## src/rtl/vram_fetch_unit.sv

```systemverilog
// vram_fetch_unit: video-side read master for the VRAM port.
//
// Once per scanline it walks a contiguous run of BytesPerLine bytes, starting at
// i_line_base, through an asynchronous SRAM using the active-low ce/oe/we
// handshake. Each byte costs one address cycle plus WaitStates output-enable
// cycles. Bytes go into a small FIFO and from there into a pixel shifter that the
// raster timing generator drains one pixel per i_pix_req.
//
// Optional feature macro: VRAM_FETCH_2BPP_EN
//   undefined : 1 bit per pixel, 8 pixels per byte, MSB first
//   defined   : 2 bits per pixel, 4 pixels per byte, bits [7:6] first
//
// Ports:
//   i_clk         system clock, rising edge
//   i_rst_b       synchronous active-low reset
//   i_line_start  one-cycle pulse: flush everything and start a new line
//   i_line_base   first byte address, sampled with i_line_start
//   i_pix_req     consumer takes the current pixel this cycle
//   o_pixel       current pixel (top bits of the shifter), 0 when not valid
//   o_pix_valid   o_pixel holds a fetched pixel
//   o_underrun    sticky: a mid-line request found no valid pixel
//   o_busy        line fetch in progress
//   o_addr        VRAM address
//   o_ce_b        VRAM chip enable, active low
//   o_oe_b        VRAM output enable, active low
//   o_we_b        VRAM write enable, always high
//   i_data        VRAM read data

module vram_fetch_unit #(
    parameter int unsigned AddrWidth    = 16,
    parameter int unsigned BytesPerLine = 40,
    parameter int unsigned WaitStates   = 2,
    parameter int unsigned FifoDepth    = 4
) (
    input  logic                 i_clk,
    input  logic                 i_rst_b,
    input  logic                 i_line_start,
    input  logic [AddrWidth-1:0] i_line_base,
    input  logic                 i_pix_req,
`ifdef VRAM_FETCH_2BPP_EN
    output logic [1:0]           o_pixel,
`else
    output logic                 o_pixel,
`endif
    output logic                 o_pix_valid,
    output logic                 o_underrun,
    output logic                 o_busy,
    output logic [AddrWidth-1:0] o_addr,
    output logic                 o_ce_b,
    output logic                 o_oe_b,
    output logic                 o_we_b,
    input  logic [7:0]           i_data
);

`ifdef VRAM_FETCH_2BPP_EN
    localparam int unsigned PixW = 2;
`else
    localparam int unsigned PixW = 1;
`endif
    localparam int unsigned LinePix = BytesPerLine * 8 / PixW;
    localparam int unsigned PtrW    = (FifoDepth > 1) ? $clog2(FifoDepth) : 1;
    localparam int unsigned CntW    = PtrW + 1;
    localparam logic [3:0]  Step    = 4'(PixW);

    typedef enum logic [1:0] {StIdle, StAddr, StWait, StHold} state_e;

    // Fetch FSM state
    state_e                 state_q, state_d;
    logic [7:0]             wait_cnt_q, wait_cnt_d;
    logic [AddrWidth-1:0]   addr_q, addr_d;
    logic [7:0]             byte_cnt_q, byte_cnt_d;
    logic                   busy_q, busy_d;
    logic                   push;

    // Byte FIFO
    logic [7:0]             fifo_mem [FifoDepth];
    logic [PtrW-1:0]        wr_ptr_q, wr_ptr_d;
    logic [PtrW-1:0]        rd_ptr_q, rd_ptr_d;
    logic [CntW-1:0]        fifo_cnt_q, fifo_cnt_d;
    logic                   pop;

    // Pixel shifter; bits_q counts bits still to be emitted from shift_q
    logic [7:0]             shift_q, shift_d;
    logic [3:0]             bits_q, bits_d;
    logic [11:0]            cons_q, cons_d;
    logic                   underrun_q, underrun_d;
    logic                   pix_valid;
    logic                   consume;

    assign pix_valid = (bits_q != 4'd0);
    assign consume   = i_pix_req && pix_valid;

    // ------------------------------------------------------------------
    // Fetch FSM
    // ------------------------------------------------------------------
    always_comb begin
        state_d    = state_q;
        wait_cnt_d = wait_cnt_q;
        addr_d     = addr_q;
        byte_cnt_d = byte_cnt_q;
        busy_d     = busy_q;
        push       = 1'b0;

        if (i_line_start) begin
            state_d    = StAddr;
            wait_cnt_d = '0;
            addr_d     = i_line_base;
            byte_cnt_d = '0;
            busy_d     = 1'b1;
        end else begin
            case (state_q)
                StIdle: ;
                StAddr: begin
                    state_d    = StWait;
                    wait_cnt_d = '0;
                end
                StWait: begin
                    if (wait_cnt_q == 8'(WaitStates - 1)) begin
                        push       = 1'b1;
                        addr_d     = addr_q + AddrWidth'(1);
                        byte_cnt_d = byte_cnt_q + 8'd1;
                        if (byte_cnt_q + 8'd1 == 8'(BytesPerLine)) begin
                            state_d = StIdle;
                            busy_d  = 1'b0;
                        end else if (fifo_cnt_q <= CntW'(FifoDepth - 2)) begin
                            state_d = StAddr;
                        end else begin
                            // This push may fill the FIFO; park until a slot frees.
                            state_d = StHold;
                        end
                    end else begin
                        wait_cnt_d = wait_cnt_q + 8'd1;
                    end
                end
                StHold: begin
                    if (fifo_cnt_q != CntW'(FifoDepth)) begin
                        state_d = StAddr;
                    end
                end
                default: state_d = StIdle;
            endcase
        end
    end

    // ------------------------------------------------------------------
    // FIFO and pixel shifter
    // ------------------------------------------------------------------
    // Pop uses the registered count, so a byte pushed this edge reaches the
    // shifter no earlier than the next edge.
    assign pop = (fifo_cnt_q != '0) && ((bits_q == 4'd0) || (i_pix_req && (bits_q == Step)));

    always_comb begin
        wr_ptr_d   = wr_ptr_q;
        rd_ptr_d   = rd_ptr_q;
        fifo_cnt_d = fifo_cnt_q;
        shift_d    = shift_q;
        bits_d     = bits_q;
        cons_d     = cons_q;
        underrun_d = underrun_q;

        if (i_line_start) begin
            wr_ptr_d   = '0;
            rd_ptr_d   = '0;
            fifo_cnt_d = '0;
            shift_d    = '0;
            bits_d     = '0;
            cons_d     = '0;
            underrun_d = 1'b0;
        end else begin
            if (push) begin
                wr_ptr_d = wr_ptr_q + PtrW'(1);
            end
            if (pop) begin
                rd_ptr_d = rd_ptr_q + PtrW'(1);
                shift_d  = fifo_mem[rd_ptr_q];
                bits_d   = 4'd8;
            end else if (consume) begin
                shift_d = shift_q << PixW;
                bits_d  = bits_q - Step;
            end
            fifo_cnt_d = fifo_cnt_q + CntW'(push) - CntW'(pop);

            if (consume) begin
                cons_d = cons_q + 12'd1;
            end
            // Mid-line only: the initial fill latency before the first pixel
            // is taken is not an underrun, and neither is anything past the
            // end of the line.
            if (i_pix_req && !pix_valid && (cons_q != 12'd0) && (cons_q < 12'(LinePix))) begin
                underrun_d = 1'b1;
            end
        end
    end

    always_ff @(posedge i_clk) begin
        if (!i_rst_b) begin
            state_q    <= StIdle;
            wait_cnt_q <= '0;
            addr_q     <= '0;
            byte_cnt_q <= '0;
            busy_q     <= 1'b0;
            wr_ptr_q   <= '0;
            rd_ptr_q   <= '0;
            fifo_cnt_q <= '0;
            shift_q    <= '0;
            bits_q     <= '0;
            cons_q     <= '0;
            underrun_q <= 1'b0;
        end else begin
            state_q    <= state_d;
            wait_cnt_q <= wait_cnt_d;
            addr_q     <= addr_d;
            byte_cnt_q <= byte_cnt_d;
            busy_q     <= busy_d;
            wr_ptr_q   <= wr_ptr_d;
            rd_ptr_q   <= rd_ptr_d;
            fifo_cnt_q <= fifo_cnt_d;
            shift_q    <= shift_d;
            bits_q     <= bits_d;
            cons_q     <= cons_d;
            underrun_q <= underrun_d;
        end
    end

    always_ff @(posedge i_clk) begin
        if (push) begin
            fifo_mem[wr_ptr_q] <= i_data;
        end
    end

    // ------------------------------------------------------------------
    // Outputs
    // ------------------------------------------------------------------
    assign o_pixel     = pix_valid ? shift_q[7 -: PixW] : '0;
    assign o_pix_valid = pix_valid;
    assign o_underrun  = underrun_q;
    assign o_busy      = busy_q;
    assign o_addr      = addr_q;
    assign o_ce_b      = !((state_q == StAddr) || (state_q == StWait));
    assign o_oe_b      = (state_q != StWait);
    assign o_we_b      = 1'b1;

endmodule

```

## config.mk

```make
export PLATFORM = sky130hd
export DESIGN_NAME = vram_fetch_unit
export DESIGN_NICKNAME = d
export VERILOG_FILES = /design/src/rtl/vram_fetch_unit.sv
export SDC_FILE = /design/constraint.sdc
export NUM_CORES = 1
export LEC_CHECK = 0
export ABC_CLOCK_PERIOD_IN_PS = 7150
export BUFFER_PORTS_ARGS = -buffer_cell sky130_fd_sc_hd__buf_2
export CAP_MARGIN = 20
export CORE_MARGIN = 2
export CORE_UTILIZATION = 35
export DETAILED_ROUTE_END_ITERATION = 12
export SKIP_CTS_REPAIR_TIMING = 1
export SLEW_MARGIN = 20
export SYNTH_ARGS = -nofsm -noshare
export SYNTH_HDL_FRONTEND = slang
export SYNTH_SLANG_ARGS = --single-unit
```

## constraint.sdc

```tcl
create_clock -name i_clk -period 7.15 [get_ports i_clk]
set_clock_uncertainty 0.05 [all_clocks]
set_input_delay 1.7875 -clock i_clk [delete_from_list [all_inputs] [get_ports i_clk]]
set_output_delay 1.7875 -clock i_clk [all_outputs]
set_load 0.02 [all_outputs]
```

==> results_tabular.tex <==
\begin{tabular}{lr}
\hline
Metric & Value \\
\hline
\multicolumn{2}{l}{\textbf{Synthesis}} \\
Sequential fraction of the synthesis area & 49.9\% \\
Share of synthesized registers carrying an async set or reset & 0\% \\
Number of distinct standard cells referenced by the synthesized netlist & 52 \\
Fraction of synthesized cell area taken by the top area cell type & roughly 29\% \\
Commonest register cell after synthesis & sky130\_fd\_sc\_hd\_\_dfxtp\_1 \\
Number of flops mapped to enable cells by yosys & 32 \\
Warnings, synthesis & 0 \\
Area of the mapped netlist & 4700 sq um \\
Cells taking the most area after synthesis & sky130\_fd\_sc\_hd\_\_dfxtp\_1 (29\%), sky130\_fd\_sc\_hd\_\_edfxtp\_1 (20\%), sky130\_fd\_sc\_hd\_\_ha\_1 (5.3\%) \\
Avg Synthesized Cell Area & 10.1 sq um \\
Number of flip-flops and latches in the synthesized netlist & 101 \\
Total nets after synthesis & $\sim$500 \\
Mapped Cells & approximately 460 \\
Largest area contributor in the synthesized netlist & sky130\_fd\_sc\_hd\_\_dfxtp\_1 \\
\multicolumn{2}{l}{\textbf{Floorplanning}} \\
Top-level port count & 51 \\
Starting density of the core & 35.6\% \\
Vertical die dimension & about 120 microns \\
Row count & 42 \\
Total die area & 14400 sq um \\
Die Width & 120 microns \\
Area of the placeable core & 13200 sq um \\
\multicolumn{2}{l}{\textbf{Setup path}} \\
CP startpoint kind & input port \\
Worst Setup End Kind & register \\
CP max FO & 35 \\
Arrival time of data at the critical path endpoint & 4170 ps \\
Endpoint required time on the critical path & 7300 ps \\
Start-to-end type of the worst setup path & in2reg \\
\multicolumn{2}{l}{\textbf{Clocking}} \\
CTS sink count & roughly 100 \\
Clk\_lat worst skew & 350 ps \\
Clock tree from TritonCTS & built \\
Number of buffers added by the clock tree synthesis step & 9 \\
Cell chosen for the clock root & sky130\_fd\_sc\_hd\_\_clkbuf\_16 \\
Number of buffers between clock root and the deepest sink & 2 \\
H-tree levels & 3 \\
Clock input transition at the sequential cells of the worst setup and hold paths & 80 ps \\
\multicolumn{2}{l}{\textbf{STA}} \\
Transition time at the pin with the least slew margin & between 900 and 1000 ps \\
Setup TNS after final layout & 0 ps \\
Final worst setup slack & 3120 ps \\
Final setup violation count & 0 \\
Slew HR & a little under two fifths \\
Time the final worst path needs with I/O delays and setup & 4030 ps \\
Final slew viol count & 0 \\
Setup repair after global routing missed its margin & false \\
Highest clock frequency the design can meet & between 200 and 250 MHz \\
Final hold violation count & 0 \\
Final worst path period share & 56.3\% \\
\multicolumn{2}{l}{\textbf{Global route}} \\
Maximum number of pins on one net before global-route repair & 36 \\
Total global routing overflow & 0 \\
Global-route usage over all layers & roughly 14\% \\
Number of antenna violations at the first check in global routing & 0 \\
Via count of the first global-routing pass & $\sim$3200 \\
Global-route wire length before repair & between 15000 and 20000 microns \\
\multicolumn{2}{l}{\textbf{Min path}} \\
Kind of path behind the tightest hold check & reg2reg \\
\multicolumn{2}{l}{\textbf{Power}} \\
Highest ir drop seen on vdd & 0.104 mV \\
Leakage power figure & 1.90 nW \\
Power per cell area & between 200 and 300 nW/um\^{}2 \\
\multicolumn{2}{l}{\textbf{Run}} \\
Max-capacitance violation count & 0 \\
\multicolumn{2}{l}{\textbf{Final layout}} \\
NumNets Final & around 550 \\
Multi-input logic area & between 2000 and 2500 sq um \\
Ant. Diodes & 0 \\
Filler cell count in the final layout & 1259 \\
Share of final-layout standard cells stronger than drive strength 1 & around 17\% \\
Sequential cell area in the final layout & about 2300 sq um \\
Area overhead of the layout relative to synthesis & 14.6\% \\
\multicolumn{2}{l}{\textbf{Drt}} \\
Count of TritonRoute iterations in the first routing pass & 4 \\
Detailed-route DRC error count & 0 \\
Via count & 3400 \\
Detailed router's first-iteration violation count & 148 \\
Final WL & 9600 microns \\
Post-detailed-route wirelength per cell & 14.0 microns \\
Number of nets still failing antenna checks after routing & 0 \\
Mean number of vias per cell & between 4 and 5 \\
\multicolumn{2}{l}{\textbf{Placed design}} \\
Count of buffers inserted at the top-level ports & 49 \\
Pre-CTS setup slack & 2730 ps \\
Post-DP HPWL & 6620 microns \\
Routability-driven placement congestion ratio & roughly 0.8 \\
\multicolumn{2}{l}{\textbf{Status}} \\
Outcome & completed \\
\hline
\end{tabular}
state kept, by name, summed over array words and instances (netlist names), named ones only:
signal / cells
fifo_mem: 32
o_busy: 1
o_underrun: 1
shift_q: 8
wait_cnt_q: 8
bits_q: 4
o_addr: 16
state_q: 2
fifo_cnt_q: 3
byte_cnt_q: 8
wr_ptr_q: 2
rd_ptr_q: 2
cons_q: 12
layout by cell type, fill, tap and decap left out, drive strengths merged, types with 20 or more instances in the layout:
master  instances
dfxtp          69
nand2          48
nor2           52
inv            29
buf            52
edfxtp         32
ha             20
xnor2          24
a21oi          28
o21ai          22
worst max-delay path: stages:
cell	delay [ps]
sky130_fd_sc_hd__buf_2	160
sky130_fd_sc_hd__clkinv_1	750
sky130_fd_sc_hd__nand2_1	1010
sky130_fd_sc_hd__buf_4	380
sky130_fd_sc_hd__a311oi_1	70
cell families (layout without fill, tap and decap cells):
logic type | after synthesis | after routing | synth area share (%)
XOR/XNOR | 43 | 43 | 8.02
multiplexers | 10 | 10 | 4.26
adder cells (fa/ha/maj) | 21 | 21 | 5.76
buffers and inverters | 47 | 94 | 4.37
AND/OR/NAND/NOR | 166 | 166 | 17.9
flip-flops | 101 | 101 | 49.9
other | 1 | 1 | 0.0799
AO/OA/AOI/OAI | 74 | 74 | 9.75
power breakdown:
part	switching, mW	leakage, nW	internal, mW
clock	0.243	0.150	0.250
combinational	0.166	0.906	0.108
sequential	0.0376	0.848	0.625
worst paths after layout:
check,start,end,slack [ps],cells past startpoint
hold / removal,shift_q[0],shift_q[0],430,2
setup / recovery,i_line_start,shift_q[4],3120,5
setup reg to reg,bits_q[0],fifo_cnt_q[2],4190,12
hold reg to reg,shift_q[0],shift_q[0],430,2
Yosys cell counts (all sizes together) (12+ instances only):
master / n
xnor2: 24
dfxtp: 69
nor2: 52
clkbuf: 12
a21oi: 28
ha: 20
nor3: 12
nand3: 14
nand4: 12
xor2: 19
nand2: 48
o21ai: 22
inv: 25
edfxtp: 32
stage by stage:
stage               utilization, %  power (mW)  instances  instance area, sq um  hold slack, ps
detailed placement            38.4       0.948        669                  5070             425
global route                  40.8        1.51        686                  5380             458
CTS                           40.8        1.44        685                  5380             435
floorplan                        -       0.877        463                  4700             398
finish                        40.8        1.43        686                  5380             434
global placement              38.4       0.936        669                  5070             415
area by class of cell:
cell class                      instances  area share [%]
Sequential cell                       101            43.5
Multi-Input combinational cell        315            39.9
Timing Repair Buffer                   52            4.97
Clock buffer                            9            4.18
Tap cell                              176            4.09
Inverter                               26            1.81
Clock inverter                          7            1.51
routing by layer:
layer | wire [microns] | track usage, %
met1 | 4750 | 18.2
met2 | 4500 | 22.5
met3 | 231 | 2.76
met4 | 116 | 4.12
met5 | 0 | 0
Power figures use the tool's default switching activity.
